`src/rtl/led_ctrl.sv`:
```
// led_ctrl: multi-channel OFF/ON/BLINK/CODE LED controller on a shared tick; define LED_ACTIVE_LOW_EN for inverted O_led
module led_ctrl #(
  parameter int         CH_NUM     = 4,
  parameter int         CLK_DIV    = 25000,
  parameter int         PER_W      = 16,
  parameter int         CNT_W      = 4,
  parameter int         GAP_TICKS  = 1000,
  parameter logic [1:0] RST_MODE   = 2'd2,
  parameter int         RST_PERIOD = 600
) (
  input  logic              I_clk,
  input  logic              I_reset_n,
  input  logic              I_wr_en,
  input  logic [3:0]        I_wr_ch,
  input  logic [1:0]        I_wr_mode,
  input  logic [PER_W-1:0]  I_wr_period,
  input  logic [CNT_W-1:0]  I_wr_count,
  output logic [CH_NUM-1:0] O_led,
  output logic              O_tick
);
  localparam int DIV_W = CLK_DIV > 1 ? $clog2(CLK_DIV) : 1;
  localparam int GAP_W = $clog2(GAP_TICKS + 1);
  localparam int PH_W  = PER_W > GAP_W ? PER_W : GAP_W;
`ifdef LED_ACTIVE_LOW_EN
  localparam logic LED_INV = 1'b1;
`else
  localparam logic LED_INV = 1'b0;
`endif
  typedef enum logic [1:0] {IDLE, ON_PH, OFF_PH, GAP} state_t;
  logic [DIV_W-1:0] r_div;
  logic             w_wr_ok;
  logic             w_run;
  logic [PER_W-1:0] w_per;
  assign O_tick  = r_div == DIV_W'(CLK_DIV - 1);
  assign w_wr_ok = I_wr_en && ({1'b0, I_wr_ch} < 5'(CH_NUM));
  assign w_run   = I_wr_mode == 2'd2 || (I_wr_mode == 2'd3 && I_wr_count != '0);
  assign w_per   = I_wr_period == '0 ? PER_W'(1) : I_wr_period;
  always_ff @(posedge I_clk or negedge I_reset_n)
    if (!I_reset_n) r_div <= '0;
    else r_div <= O_tick ? '0 : r_div + 1'b1;
  for (genvar c = 0; c < CH_NUM; c++) begin : g_ch
    logic [1:0]       r_mode;
    logic [PER_W-1:0] r_per;
    logic [CNT_W-1:0] r_cnt;
    logic [CNT_W-1:0] r_flash;
    logic [PH_W-1:0]  r_ph;
    state_t           r_st;
    logic             r_led;
    logic             w_wr;
    logic             w_end;
    logic             w_lit;
    assign w_wr  = w_wr_ok && I_wr_ch == 4'(c);
    assign w_end = r_ph == (r_st == GAP ? PH_W'(GAP_TICKS - 1) : PH_W'(r_per) - 1'b1);
    assign w_lit = r_st == ON_PH || (r_st == IDLE && r_mode == 2'd1);
    assign O_led[c] = r_led;
    // a write takes precedence over a coincident tick; r_led tracks the state being entered
    always_ff @(posedge I_clk or negedge I_reset_n)
      if (!I_reset_n) begin
        r_mode  <= RST_MODE;
        r_per   <= PER_W'(RST_PERIOD);
        r_cnt   <= '0;
        r_flash <= '0;
        r_ph    <= '0;
        r_st    <= ON_PH;
        r_led   <= LED_INV;
      end else if (w_wr) begin
        r_mode  <= I_wr_mode;
        r_per   <= w_per;
        r_cnt   <= I_wr_count;
        r_flash <= '0;
        r_ph    <= '0;
        r_st    <= w_run ? ON_PH : IDLE;
        r_led   <= LED_INV ^ (w_run || I_wr_mode == 2'd1);
      end else begin
        r_led <= LED_INV ^ w_lit;
        if (O_tick && r_st != IDLE) begin
          r_ph <= w_end ? '0 : r_ph + 1'b1;
          if (w_end)
            case (r_st)
              ON_PH: begin
                r_st  <= OFF_PH;
                r_led <= LED_INV;
              end
              OFF_PH:
                if (r_mode == 2'd3 && r_flash + 1'b1 == r_cnt) begin
                  r_flash <= '0;
                  r_st    <= GAP;
                end else begin
                  r_flash <= r_mode == 2'd3 ? r_flash + 1'b1 : r_flash;
                  r_st    <= ON_PH;
                  r_led   <= ~LED_INV;
                end
              default: begin
                r_st  <= ON_PH;
                r_led <= ~LED_INV;
              end
            endcase
        end
      end
  end
endmodule

```
`config.mk`:
```
export PLATFORM = sky130hd
export DESIGN_NAME = led_ctrl
export DESIGN_NICKNAME = d
export VERILOG_FILES = /design/src/rtl/led_ctrl.sv
export SDC_FILE = /design/constraint.sdc
export NUM_CORES = 1
export LEC_CHECK = 0
export ABC_CLOCK_PERIOD_IN_PS = 3300
export BUFFER_PORTS_ARGS = -buffer_cell sky130_fd_sc_hd__clkbuf_2
export CORE_ASPECT_RATIO = 1.75
export CORE_MARGIN = 3
export CORE_UTILIZATION = 45
export DETAILED_ROUTE_END_ITERATION = 10
export GPL_TIMING_DRIVEN = 0
export SLEW_MARGIN = 20
export SYNTH_ARGS = -nofsm -noshare
export SYNTH_HDL_FRONTEND = slang
export SYNTH_SLANG_ARGS = --single-unit
```
`constraint.sdc`:
```
create_clock -name I_clk -period 3.3 [get_ports I_clk]
set_input_delay 0.66 -clock I_clk [delete_from_list [all_inputs] [get_ports I_clk]]
set_output_delay 0.66 -clock I_clk [all_outputs]
set_load 0.02 [all_outputs]
```
# Yosys cells after proc, flatten, opt, wreduce, memory -nomap -nowiden
# Cells that the tools add are included.
[word_totals]
output_inout_bits = 5
in_bits = 29
wordCells = 220
ff_bits = 195
[op_classes]
muxes = 83
addsub = 13
reduce_logical = 59
n_lt_le_gt_ge = 1
eq_ne = 35
[op_table]
columns = ["cell", "n"]
rows = [
  ["16-bit 2-to-1 mux", 17],
  ["4-bit 2-to-1 mux", 24],
  ["16-bit by 1-bit adder with 16-bit output, second input constant", 4],
  ["16-bit equality test", 4],
  ["16-bit by 1-bit subtractor with 16-bit output, second input constant", 4],
  ["2-bit 2-to-1 mux", 16],
  ["2-bit nonzero test", 16],
  ["2-bit equality test, second input constant", 14],
  ["2-bit by 1-bit equality test with 1-bit output, second input constant", 9],
  ["1-bit logical AND", 18],
  ["1-bit 2-to-1 mux", 17],
  ["4-bit by 1-bit adder with 4-bit output, second input constant", 4],
  ["4-bit equality test", 4],
  ["16-bit zero test", 1],
  ["2-bit one-hot mux with 2 select lines", 4],
  ["4-bit AND reduction", 4],
  ["15-bit by 1-bit adder with 15-bit output, second input constant", 1],
  ["15-bit equality test, second input constant", 1],
  ["15-bit 2-to-1 mux", 1],
  ["3-bit nonzero test", 4],
  ["4-bit by 2-bit equality test with 1-bit output, second input constant", 2],
  ["2-bit zero test", 4],
  ["1-bit one-hot mux with 2 select lines", 4],
  ["2-bit AND reduction", 4],
  ["other kinds (5)", 10],
]

# Logic depth before layout (Yosys ltp)
# Gate-level depths: netlist of run 1.
[logic_depth]
ltp_word = 8
depth_mapped = 13
ltp_nobuf = 10

# Least setup slack after synthesis of run 1
# No wires, ideal clock.
[synth_timing]
kind = "reg2reg"
start = "register g_ch[1].r_per[4]"
end = "register g_ch[1].r_ph[12]"
path_buffers = 3
path_slack_ps = -350
required_ps = 3182
period_less_slack_ps = 3650
arrival_time_ps = 3532
setup_ps = 118
path_stages_with_launch = 12
cell_sequence = "dfstp_2 > clkbuf_1 > or4_1 > clkbuf_1 > nor4b_1 > mux2i_1 > xor2_1 > or4bb_1 > nor4_2 > clkbuf_1 > a21oi_1 > a21o_1"
[synth_between]
elab_chain_cells = 6
[synth_lines]
columns = ["item", "line_no", "rtl"]
rows = [
  ["start: declaration", "43", "logic [PER_W-1:0] r_per;"],
  ["start signal: assignment", "60", "r_per <= PER_W'(RST_PERIOD);"],
  ["start signal: assignment", "68", "r_per <= w_per;"],
  ["16-bit by 1-bit subtractor with 16-bit output", "53", "assign w_end = r_ph == (r_st == GAP ? PH_W'(GAP_TICKS - 1) : PH_W'(r_per) - 1'b1);"],
  ["16-bit 2-to-1 mux", "53", ""],
  ["16-bit equality test", "53", ""],
  ["16-bit 2-to-1 mux", "77", "r_ph <= w_end ? '0 : r_ph + 1'b1;"],
  ["16-bit 2-to-1 mux", "76", "if (O_tick && r_st != IDLE) begin"],
  ["16-bit 2-to-1 mux", "66", "end else if (w_wr) begin"],
  ["end signal: assignment", "77", ""],
  ["end: declaration", "46", "logic [PH_W-1:0] r_ph;"],
]
# Every way passes these cells. The select of a mux whose other input is x is not followed.
# A chain may end at the register's enable or synchronous reset.

# Worst setup path after layout of run 1
[layout_timing]
start = "register g_ch[0].r_per[1]"
end = "register g_ch[0].r_st[1]"
[layout_between]
elab_chain_cells = 5
[layout_lines]
columns = ["item", "line_no", "rtl"]
rows = [
  ["start: declaration", "43", ""],
  ["start signal: assignment", "60", ""],
  ["start signal: assignment", "68", ""],
  ["16-bit by 1-bit subtractor with 16-bit output", "53", ""],
  ["16-bit 2-to-1 mux", "53", ""],
  ["16-bit equality test", "53", ""],
  ["2-bit nonzero test (no source line)", "--", ""],
  ["2-bit AND reduction (no source line)", "--", ""],
  ["end signal: assignment", "72", "r_st <= w_run ? ON_PH : IDLE;"],
  ["end: declaration", "47", "state_t r_st;"],
]
# Every way passes these cells.

==> results of run 1 <==
flip-flops by register name (all words and copies together), names as in the netlist:
register,flops
g_ch.r_cnt,16
g_ch.r_flash,16
g_ch.r_led,4
g_ch.r_mode,8
g_ch.r_per,64
g_ch.r_ph,64
g_ch.r_st,8
r_div,15
worst reg2reg max path, delay by kind of cell, from the launching register on:
family | cells | cell delay, ns
flops | 1 | 0.42
simple gates | 5 | 2.21
compound gates | 3 | 0.75
cells in the mapped netlist, drive strengths merged, types with 15 or more instances:
cell type	n
or4	23
xnor2	54
dfrtp	171
dfstp	24
buf	16
or3	35
o21ai	55
a21o	23
clkbuf	67
nor4	42
and3	18
nor2b	21
ha	29
nand3	59
o31a	15
inv	39
nand2	313
or2	15
nand4	33
nand2b	16
nor2	125
a21oi	42
nor3	28
xor2	59
metal layers:
layer / up-vias / track usage
met1: 5629 / 0.276
li1: 5565 / -
met5: - / 0
met3: 101 / 0.0341
met2: 243 / 0.461
met4: 0 / 0.129
timing repair:
action	CTS	global route
buffers inserted	28	33
gates cloned	2	0
endpoints found under the setup margin	91	70
hold endpoints to repair	0	0
gates resized for setup	79	86
pin swaps	27	38
final cells by class:
cell class	count	area [µm²]	share of cell area
multi-input combinational	1196	7820	0.520
sequential	195	4920	0.327
timing repair buffer	98	738	0.0491
tap	369	462	0.0307
clock buffer	20	457	0.0304
buffer	68	373	0.0248
inverter	39	146	0.00973
clock inverter	12	120	0.00799
cell usage in the layout, fill, tap and decap left out, types with 17 or more instances in the layout:
| cell | count |
|---|---|
| sky130_fd_sc_hd__nor3_1 | 27 |
| sky130_fd_sc_hd__xor2_1 | 58 |
| sky130_fd_sc_hd__and3_1 | 18 |
| sky130_fd_sc_hd__inv_1 | 35 |
| sky130_fd_sc_hd__a21o_1 | 23 |
| sky130_fd_sc_hd__dfstp_2 | 24 |
| sky130_fd_sc_hd__nand3_1 | 58 |
| sky130_fd_sc_hd__clkbuf_16 | 17 |
| sky130_fd_sc_hd__nor2b_1 | 21 |
| sky130_fd_sc_hd__buf_4 | 61 |
| sky130_fd_sc_hd__nor4_1 | 26 |
| sky130_fd_sc_hd__nor2_1 | 111 |
| sky130_fd_sc_hd__o21ai_0 | 48 |
| sky130_fd_sc_hd__a21oi_1 | 36 |
| sky130_fd_sc_hd__ha_1 | 25 |
| sky130_fd_sc_hd__nand2_1 | 312 |
| sky130_fd_sc_hd__nand4_1 | 33 |
| sky130_fd_sc_hd__clkbuf_1 | 39 |
| sky130_fd_sc_hd__xnor2_1 | 54 |
| sky130_fd_sc_hd__or3_1 | 31 |
| sky130_fd_sc_hd__dfrtp_1 | 162 |
| sky130_fd_sc_hd__clkbuf_2 | 39 |
worst paths after layout:
| check | startpoint | to | slack (ns) |
|---|---|---|---|
| max reg2reg | g_ch[0].r_per[1] | g_ch[0].r_st[1] | -0.15 |
| min reg2reg | r_div[0] | r_div[0] | 0.46 |
| max | g_ch[0].r_per[1] | g_ch[0].r_st[1] | -0.15 |
| min in group I_clk | r_div[0] | r_div[0] | 0.46 |
| max in group asynchronous | I_reset_n | g_ch[3].r_per[6] | 2.01 |
| min | I_reset_n | g_ch[2].r_ph[15] | 0.15 |
metrics by stage:
stage	util	hold WS, ns
floorplan	-	0.364
global placement	0.487	0.445
detailed placement	0.490	0.457
CTS	0.530	0.176
global route	0.548	0.194
finish	0.548	0.149
logic make-up after synthesis:
logic type	after synthesis	share of synthesized area
multiplexers	16	0.0129
adder cells (fa/ha/maj)	29	0.0288
XOR/XNOR	115	0.0823
AND/OR/NAND/NOR	784	0.309
flip-flops	195	0.390
AO/OA/AOI/OAI	252	0.139
buffers and inverters	122	0.0381
report_power, final:
group	leakage [nW]	internal, mW	total (mW)	switching [mW]
clock network	0.283	1.10	2.11	1.02
logic	3.73	1.16	2.53	1.36
registers	2.48	2.75	3.17	0.427
total	6.49	5.01	7.81	2.80
==> summary by stage, run 1 <==
Logic synthesis
Ranked by total cell area, the synthesized netlist is headed by sky130_fd_sc_hd__dfrtp_1 34%, sky130_fd_sc_hd__nand2_1 9.3%, sky130_fd_sc_hd__dfstp_2 5.0%, sky130_fd_sc_hd__xor2_1 4.1%, sky130_fd_sc_hd__xnor2_1 3.8%. The async set-reset flop share out of synthesis is 1.00. The fraction of the yosys area taken by sequential cells is 0.390. The net count after synthesis is 1571.

Counting distinct cell types in the post-synthesis netlist gives 81. The synthesized design contains 195 register bits. The number of warnings issued by yosys is 0. The gate count after technology mapping is 1513. The top cell type by total area after synthesis is sky130_fd_sc_hd__dfrtp_1. Of the post-synthesis cell area, the dominant cell type holds 0.340. The cell area that synthesis handed to floorplanning was 12600 µm². After synthesis, the mean cell area works out to 8.32 µm². The primary flip-flop cell chosen by synthesis mapping is sky130_fd_sc_hd__dfrtp_1. Yosys mapped a number of flops with a built-in enable equal to 0.

Cells and area
0 antenna diodes ended up in the layout. From synthesis to final layout, the design area changed by 19.5%. The cell area after layout is 15000 µm². In the final layout, the share of cells above drive strength 1 is 0.187. Fill cells in the final layout number 2593. The final net count is 1673. The final cell count without fillers is 1997.

Floorplan
Measured along the y axis, the die boundary spans 227 µm. The number of placement rows is 80. For this design the top-level I/O count stands at 34. In this run the horizontal extent of the chip is 132 µm. The floorplan step defined a core boundary enclosing 27400 µm². The floorplan step defined a die boundary enclosing 30100 µm². The effective utilization at floorplan is 0.459.

Setup path
The critical path crosses 8 cells after its start point. Among all stages on the critical path, the largest delay is contributed by sky130_fd_sc_hd__or4_4. Data on the critical path arrives at its endpoint at 3.85 ns. Counting cells, the worst reg-to-reg path comes to 8. The worst setup path is launched from a register.

The stage delay of the slowest cell on the critical path is 0.57 ns. The critical path goes through or4_4 > or3_4 > o211a_1 > or3_4 > a2111o_1 > or4b_4 > or3b_4 > a21oi_2. The critical path contains buffers and inverters numbering 0 combined.

The most numerous cell type found on the critical path is sky130_fd_sc_hd__or3_4. Broken down by cell family, the worst path's largest delay share belongs to simple AND/OR/NAND/NOR gates. The endpoint required time on the critical path is 3.69 ns.

The maximum fanout encountered on the critical timing path is 3. The critical path is of the register to register type. The worst setup path is captured at a register.

Drt
The routed design uses 19700 µm of met2 wire. The total wirelength of the detailed-routed design is 37300 µm. The routed length per placed instance is 18.7 µm. The total vias in the final route is 11538.

After detailed routing, the number of remaining DRC violations is 0. The detail-routed via count per cell is 5.78. After the first detailed-routing iteration, the DRC count stood at 622. The highest layer touched by signal routing is met4. In the final routing, the length of wire on met1 measures 14600 µm. The remaining antenna violation count is 0.

The routed design uses 1160 µm of met3 wire. For this run, the detailed router's first-pass iteration total came to 5.

Min path
The worst hold path belongs to the class input port to async pin.

STA
The relative slew slack is 0.267. The hold violation total from the final report is 0. The final clock skew is 0.0107 ns. Setup repair after global routing could not meet its margin everywhere.

Summed over all failing endpoints, the final setup total negative slack is -1.18 ns. Based on the critical path, the design can be clocked at up to 290 MHz. The number of pins with negative max-slew slack in the final report was 0.

Dividing the final minimum period by the clock period gives 1.05. Setup slack on the critical path of the routed design comes to -0.154 ns. Setup violations remaining at the end of the flow were counted as 15. The clock period minus worst slack is 3.45 ns. The slew at the pin closest to its max-slew limit is 1.10 ns.

Place
Including well taps, the total number of placed cells is 1917. The estimated wirelength of the detail-placed design is 26600 µm. Prior to clock tree synthesis, the placed netlist has a worst setup slack of -1.10 ns. At the end of routability-driven placement, the weighted congestion stood at 0.898. The post-detailed-placement cell area is 13400 µm². The port buffer count is 33.

Clock tree
The maximum clock insertion buffer count is 2. For this design, the sink count on the clock tree is 195. Clock-pin slew was measured on the worst setup and hold paths at 0.08 ns. In this run the clock root is driven by a sky130_fd_sc_hd__clkbuf_16.

The number of CTS-inserted buffers is 17. The clock tree synthesis step divided the H-tree into 4 levels. Hold repair after CTS inserted 0 buffers. TritonCTS built the clock tree.

The later pin in the worst-skew pair is clocked with a latency of 0.46 ns.

Global routing
The number of global-route vias before repair is 11545. The first global-routing pass estimated 59700 µm of wire. Summed over all layers, the global routing overflow is 0. The initial antenna violation count came to 0.

Entering global routing, the biggest net connects 86 pins. The global-route usage over all layers is 0.248.

Status
The checks that failed: negative setup slack. The run finished, with violations left.

Power and ir drop
The total chip power is 7.81 mW. The maximum vdd ir drop is 0.000416 V. The power density normalized to cell area is 520 nW/µm².

The standby leakage power is 6.49 nW.

Run
The number of maximum-capacitance violations is 0.
Note: power is estimated with default switching activity, not from simulation.
==> run 2, diff against run 1 <==
ABC_AREA = 1   (was default)
==> summary by stage, run 2 <==
Status
The flow ran to the end, and the final reports show no timing, DRC or antenna violations.

Setup path
Of all nets on the critical path, the largest fanout is 9. The endpoint identified for the worst register-to-register timing path is g_ch[0].r_ph[14]. The setup slack of the most critical reg-to-reg path is 0.66 ns. The endpoint required time on the critical path is 2.64 ns. The start of the worst register-to-register path is g_ch[0].r_st[0]. The critical path in this run is classified as register to output pin.

The data arrival time of the critical path is 2.20 ns. The critical path capture point type is an output pin. The element type at the critical path start is a register.

Measured in cells, the most critical reg-to-reg path has a length of 12.

Cells and area
The number of diodes is 0. In the layout the commonest cells are 477 x sky130_fd_sc_hd__nand2_1, 222 x sky130_fd_sc_hd__inv_1, 184 x sky130_fd_sc_hd__nand3_1, 171 x sky130_fd_sc_hd__dfrtp_1, 153 x sky130_fd_sc_hd__nor2_1. The final net count is 1937. At the end of the flow the core is filled with cells to 0.507.

In the final layout, the share of cells above drive strength 1 is 0.111. The area taken by flip-flops and latches is 4910 µm². Summing all multi-input logic gate instances after layout gives 7000 µm². From synthesis to final layout, the design area changed by 10.0%. The library cell used most frequently in the layout, excluding fill and tap cells, is sky130_fd_sc_hd__nand2_1. The fill cell total of the finished layout is 2783.

The largest registers in the layout are g_ch.r_per x64, g_ch.r_ph x64. The final cell count without fillers is 2265.

Logic synthesis
In this run the cell area of the synthesized design comes to 13000 µm². Counting flops with a built-in enable in the synthesized netlist gives 0. Counting flops with an async set or reset pin after synthesis yields a share of 1.00. The number of nets in the synthesized netlist is 1883. The fraction of the yosys area taken by sequential cells is 0.377.

The top cell type by total area after synthesis is sky130_fd_sc_hd__dfrtp_1. Averaged over all synthesized cells, the footprint is 7.13 µm². Synthesis inferred 195 register bits. Synthesis handed over a netlist of 1825 instances.

sky130_fd_sc_hd__nand2_1 is the most common cell in the netlist. The number of distinct library cells after synthesis is 46. The commonest cells after synthesis are 477 x sky130_fd_sc_hd__nand2_1, 222 x sky130_fd_sc_hd__inv_1, 184 x sky130_fd_sc_hd__nand3_1, 171 x sky130_fd_sc_hd__dfrtp_1, 153 x sky130_fd_sc_hd__nor2_1. The fraction of synthesized cell area taken by the top area cell type is 0.329.

Among all flip-flop cells after synthesis, the most frequent one is sky130_fd_sc_hd__dfrtp_1. The Yosys step of the flow raised 0 warnings. Ranked by total cell area, the synthesized netlist is headed by sky130_fd_sc_hd__dfrtp_1 33%, sky130_fd_sc_hd__nand2_1 14%, sky130_fd_sc_hd__nand3_1 7.1%, sky130_fd_sc_hd__inv_1 6.4%, sky130_fd_sc_hd__o21ai_0 5.7%.

Drt
The remaining antenna violation count is 0. Across all layers, the routed design uses 11842 vias. After the first detailed-routing iteration, the DRC count stood at 600.

The detail-routed via count per cell is 5.23. After detailed routing, the average wire length per cell comes to 15.8 µm. The total wirelength of the detailed-routed design is 35700 µm.

The first detailed-routing pass took 7 iterations. In the routed design, unresolved DRC markers number 0.

STA
The hold violation total from the final report is 0. Across the routed clock network, the largest skew measured is 0.0106 ns. The number of pins with negative max-slew slack in the final report is 0. In the finished design, the share of the clock period the worst path needs comes to 0.867. Setup violations remaining at the end of the flow were counted as 0. The slew at the pin closest to its max-slew limit is 0.947 ns. Setup repair after global routing left no endpoint under its margin. Headroom to the max-slew limit came out at 0.364.

Hold timing on the final database bottoms out at a slack of 0.136 ns. The clock period minus worst slack is 2.86 ns. Static timing analysis puts the maximum clock frequency at 350 MHz.

Once routing completed, OpenROAD measured the worst setup slack at 0.439 ns.

Run
Max-cap violations in this run came to 0.

Clock tree
CTS saw 195 sinks. The tree is rooted in a sky130_fd_sc_hd__clkbuf_16. The clock tree from TritonCTS is done.

The maximum clock insertion buffer count is 2. After clock tree synthesis, the clock-pin slew on the worst setup and hold paths is 0.08 ns. Hold repair after CTS inserted 0 buffers. The number of buffers inserted to repair setup after CTS is 0. Once the clock tree was built, the resizer swapped 0 gates to a different size. At the later pin of the worst-skew pair, clock insertion delay measures 0.46 ns. The number of CTS-inserted buffers is 17. The H-tree was split into 4 levels.

Global routing
The number of global-route vias before repair is 11808. The wire length of the first global-routing pass is 58600 µm. The global-route usage over all layers is 0.238.

After global routing the overflow that remains totals 0. The initial antenna violation count was 0. The largest net degree at the start of global routing is 89.

Power and ir drop
Of the total power, combinational logic draws 0.259. Of the total power, the clock network draws 0.313. The total chip power is 7.04 mW. The power density normalized to cell area is 491 nW/µm².

Summed over all nets, the switching power comes to 2.45 mW. For this design the static power due to leakage is 6.62 nW. Cell internal power was estimated by the tool at 4.59 mW. The switching power as a share of total power is 0.348. The maximum vdd ir drop is 0.000386 V. The share of total power dissipated in sequential elements is 0.427.

Place
Counting tap cells, the placed design contains a total of 2233 instances. Detailed placement finished with a half-perimeter wire length of 28000 µm. At the end of routability-driven placement, the weighted congestion stood at 0.892. OpenSTA, run right after detailed placement, puts the worst setup slack at 0.433 ns. During placement, the flow inserted port buffers numbering 33.

Floorplan
The I/O pin count is 34. For this configuration, the core starts out at a cell density of 0.460. The floorplan has 81 rows.

The die boundary height is 231 µm. The floorplan core area is 28300 µm². The full die area is 31100 µm². The die span in x is 135 µm.

Min path
The min-delay analysis places its worst path in the category input port to async pin.
-- run 2: cell count changes in the layout (fill, tap and decap cells not counted), moves of 42 or more --
| cell | delta |
|---|---|
| sky130_fd_sc_hd__o21ai_0 | +99 |
| sky130_fd_sc_hd__nand2_1 | +165 |
| sky130_fd_sc_hd__inv_1 | +187 |
| sky130_fd_sc_hd__nand3_1 | +126 |
| sky130_fd_sc_hd__nor2_1 | +42 |
| sky130_fd_sc_hd__nand4_1 | +52 |
| sky130_fd_sc_hd__buf_4 | -54 |
-- run 2: cells by family after synthesis --
kind of cell	share of synthesized area
and+or+nand+nor	0.365
AOI/OAI and AO/OA	0.0976
adders and majority gates	0.0279
DFF	0.377
xor gates and xnor gates	0.0471
buffers and inverters	0.0852
-- run 2: stage by stage --
stage                     area [µm²]  TNS (ns)
after detailed placement       13700         0
after global placement         13700   -425.14
after CTS                      14300         0
after floorplan                13000         0
after global routing           14300         0
final                          14300         0
-- run 2: layout make-up --
| class | count | share of cell area |
|---|---|---|
| Buffer | 44 | 0.0162 |
| Tap cell | 373 | 0.0326 |
| Clock inverter | 12 | 0.0110 |
| Multi-Input combinational cell | 1352 | 0.489 |
| Inverter | 234 | 0.0613 |
| Clock buffer | 20 | 0.0312 |
| Sequential cell | 195 | 0.343 |
| Timing Repair Buffer | 35 | 0.0160 |
-- run 2: worst max-delay path by stage --
stage                           startpoint                to  slack [ns]
final                             r_div[0]            O_tick        0.44
after global routing              r_div[0]            O_tick        0.31
after CTS                         r_div[0]            O_tick        0.42
after detailed placement        I_wr_ch[2]  g_ch[0].r_ph[14]        0.43
after global placement           I_reset_n  g_ch[3].r_ph[14]       -2.39
after floorplan           g_ch[1].r_per[0]   g_ch[1].r_ph[2]        1.19
-- run 2: critical path: stages (launching register included) --
cell and delay [ns]:
sky130_fd_sc_hd__dfrtp_1 0.43, sky130_fd_sc_hd__ha_1 0.25, sky130_fd_sc_hd__nand2_1 0.10, sky130_fd_sc_hd__nor3_1 0.23
sky130_fd_sc_hd__nand2_2 0.26, sky130_fd_sc_hd__inv_1 0.26, sky130_fd_sc_hd__clkbuf_2 0.21
-- run 2: metal layers --
layer  vias to the layer above  global-route usage  share of wire
met5                         -                   0              0
met1                      5509               0.265           0.40
met3                        97              0.0338          0.022
li1                       6069                   -              -
met4                         0               0.133          0.055
met2                       167               0.430           0.52
-- run 2: power by group through the flow --
stage	Clock, mW	Sequential, mW	Combinational, mW
global placement	0	3.05	1.79
CTS	2.26	3.00	1.84
detailed placement	0	3.04	1.83
finish	2.21	3.01	1.82
floorplan	0	2.98	1.37
global route	2.34	3.05	2.11
==> run 3, diff against run 2 <==
MAX_ROUTING_LAYER = met4   (was default)
==> summary by stage, run 3 (synthesized netlist as in run 2, its figures left out) <==
Cells and area
Of the cells placed in the final design, the portion with a size suffix greater than 1 is 0.112. The finished layout holds 2265 standard cells, fillers aside. 0 antenna diodes ended up in the layout. Measured on the finished design, the core utilization comes to 0.507. The final net count is 1937.

Leaving out fill and tap cells, the most frequent cell in the layout is sky130_fd_sc_hd__nand2_1. In the layout the commonest cells are 477 x sky130_fd_sc_hd__nand2_1, 222 x sky130_fd_sc_hd__inv_1, 184 x sky130_fd_sc_hd__nand3_1, 171 x sky130_fd_sc_hd__dfrtp_1, 153 x sky130_fd_sc_hd__nor2_1. In the final layout, the registers with the most flip-flops are g_ch.r_per x64, g_ch.r_ph x64.

The area growth from synthesis to final layout is 10.1%.

Floorplan
During I/O placement, the number of pins put on the boundary was 34. The floorplan step defined a die boundary enclosing 31100 µm². The effective utilization at floorplan is 0.460.

The die boundary height is 231 µm. The floorplan step defined a core boundary enclosing 28300 µm². The die span in x is 135 µm. The number of placement rows is 81.

Setup path
The dominant delay contributor by cell family on the critical path is simple AND/OR/NAND/NOR gates. The worst register-to-register path has a depth of 12. The signal on the critical path passes through ha_1 > nand2_1 > nor3_1 > nand2_2 > inv_1 > clkbuf_2. The category of the critical setup timing path is register to output pin. The setup slack of the most critical reg-to-reg path is 0.69 ns. Data arrives at the worst endpoint at 2.16 ns. The cell at the slowest stage of the critical path is sky130_fd_sc_hd__dfrtp_1. The critical path capture point type is an output pin. In this run the worst path has a maximum fanout of 9. The critical path contains buffers and inverters numbering 2 combined.

The endpoint of the lowest-slack register-to-register path is g_ch[0].r_ph[11]. STA classifies the critical path startpoint as a register. The start of the worst register-to-register path is g_ch[0].r_st[0].

The endpoint required time on the critical path is 2.64 ns. The stage delay of the slowest cell on the critical path is 0.42 ns.

Place
Once detailed placement completed, the half-perimeter wirelength came to 28200 µm. In this run, placement finished with an instance count of 2233. During placement, the flow inserted port buffers numbering 33.

The congestion estimate from routability-driven global placement came to 0.907.

Drt
The detail route stage leaves a number of antenna-violating nets equal to 0. The total iterations of the first detailed-routing run is 5. The total wirelength of the detailed-routed design is 36000 µm. The total vias in the final route is 11785.

The count of unresolved DRC violations after routing is 0. The count of routing violations after the opening detailed-route iteration is 717. Dividing the detail-routed via count by the number of cells gives 5.20. Dividing the detail-routed wire length by the instance count gives 15.9 µm.

Clock tree
Clock latency on the worst-skew pair, taken at its later pin, is 0.47 ns. After clock tree synthesis, the repair step resized 0 gates. In this run the number of H-tree levels came out at 4. The number of buffers inserted to repair setup after CTS is 0. TritonCTS created 17 clock buffers. The number of hold-repair buffers added at the cts stage is 0. Clock-pin slew was measured on the worst setup and hold paths at 0.08 ns. The clock tree root driver cell is sky130_fd_sc_hd__clkbuf_16.

The maximum clock insertion buffer count is 2. The clock tree from TritonCTS is done. The clock net sink count is 195.

Power and ir drop
The share of total power dissipated in the clock network is 0.314. The share of total power dissipated in combinational logic is 0.259. Internal power comes to 4.56 mW.

Summed over all nets, the switching power comes to 2.50 mW. Of the total power, the share spent switching nets is 0.354. The standby leakage power is 6.62 nW.

The maximum vdd ir drop is 0.000428 V. The sequential cell fraction of total power is 0.427. The power density normalized to cell area is 493 nW/µm².

STA
The number of pins with negative max-slew slack in the final report is 0. The final clock skew is 0.0144 ns. Counting I/O delays and the setup requirement, the final critical path takes 2.82 ns. Summed over all failing endpoints, the final setup total negative slack is 0 ns. Headroom to the max-slew limit came out at 0.430.

In the finished design, the share of the clock period the worst path needs comes to 0.853. The number of setup violations in the final report is 0. The upper clock frequency limit is 355 MHz. The hold violation total from the final report was 0.

Setup repair after global routing left no endpoint under its margin. At the pin with the least slew margin, the transition time is 0.849 ns.

Global routing
The largest net degree at the start of global routing is 87. The initial antenna violation count was 0. After global routing the overflow that remains totals 0. The global-route usage over all layers is 0.248.

The first global-routing pass estimated 59400 µm of wire. The number of global-route vias before repair is 11885.

Run
The tool flagged a number of max-cap violations equal to 0.

Status
The flow ran to the end, and the final reports show no timing, DRC or antenna violations.

Min path
The path class of the tightest hold or removal check is input port to async pin.
-- run 3: cell types whose count changed in the layout (fill, tap and decap cells not counted), sizes merged --
cell and delta:
clkinv -4, clkinvlp +1, bufinv -1, inv +4
-- run 3: area by class of cell --
| cell class | instances | area (µm²) |
|---|---|---|
| Clock buffer | 20 | 467 |
| Sequential cell | 195 | 4910 |
| Multi-Input combinational cell | 1352 | 7000 |
| Buffer | 44 | 231 |
| Tap cell | 373 | 467 |
| Fill cell | 2811 | 13900 |
| Inverter | 234 | 878 |
| Clock inverter | 12 | 143 |
| Timing Repair Buffer | 35 | 229 |
-- run 3: power groups by stage --
| stage | Sequential [mW] | Combinational, mW | Clock, mW |
|---|---|---|---|
| final | 3.01 | 1.83 | 2.22 |
| after global routing | 3.06 | 2.11 | 2.36 |
| after CTS | 3.01 | 1.84 | 2.26 |
| after detailed placement | 3.05 | 1.84 | 0 |
| after global placement | 3.05 | 1.80 | 0 |
| after floorplan | 2.98 | 1.37 | 0 |
-- run 3: stage by stage --
stage          area, µm²  hold slack (ns)  power [mW]  worst slack, ns
6_report           14300            0.153        7.06            0.484
3_5_place_dp       13700            0.492        4.88            0.426
5_1_grt            14300            0.175        7.52            0.299
3_3_place_gp       13700            0.476        4.84            -2.38
4_1_cts            14300            0.164        7.12            0.446
2_1_floorplan      13000            0.364        4.35             1.19
-- run 3: worst max path at each step --
stage	start	endpoint	depth (start not counted)	slack (ns)
6_report	r_div[0]	O_tick	6	0.48
5_1_grt	r_div[0]	O_tick	6	0.30
4_1_cts	r_div[0]	O_tick	6	0.45
3_5_place_dp	I_wr_ch[2]	g_ch[0].r_ph[11]	10	0.43
3_3_place_gp	I_reset_n	g_ch[3].r_ph[13]	1	-2.38
2_1_floorplan	g_ch[1].r_per[0]	g_ch[1].r_ph[2]	16	1.19
-- run 3: layer usage --
metal,wire [µm],vias to the layer above,global-route usage
met5,0,-,-
met4,1500,0,0.106
met3,823,64,0.0297
met2,19200,166,0.453
met1,14500,5504,0.268
li1,-,6051,-
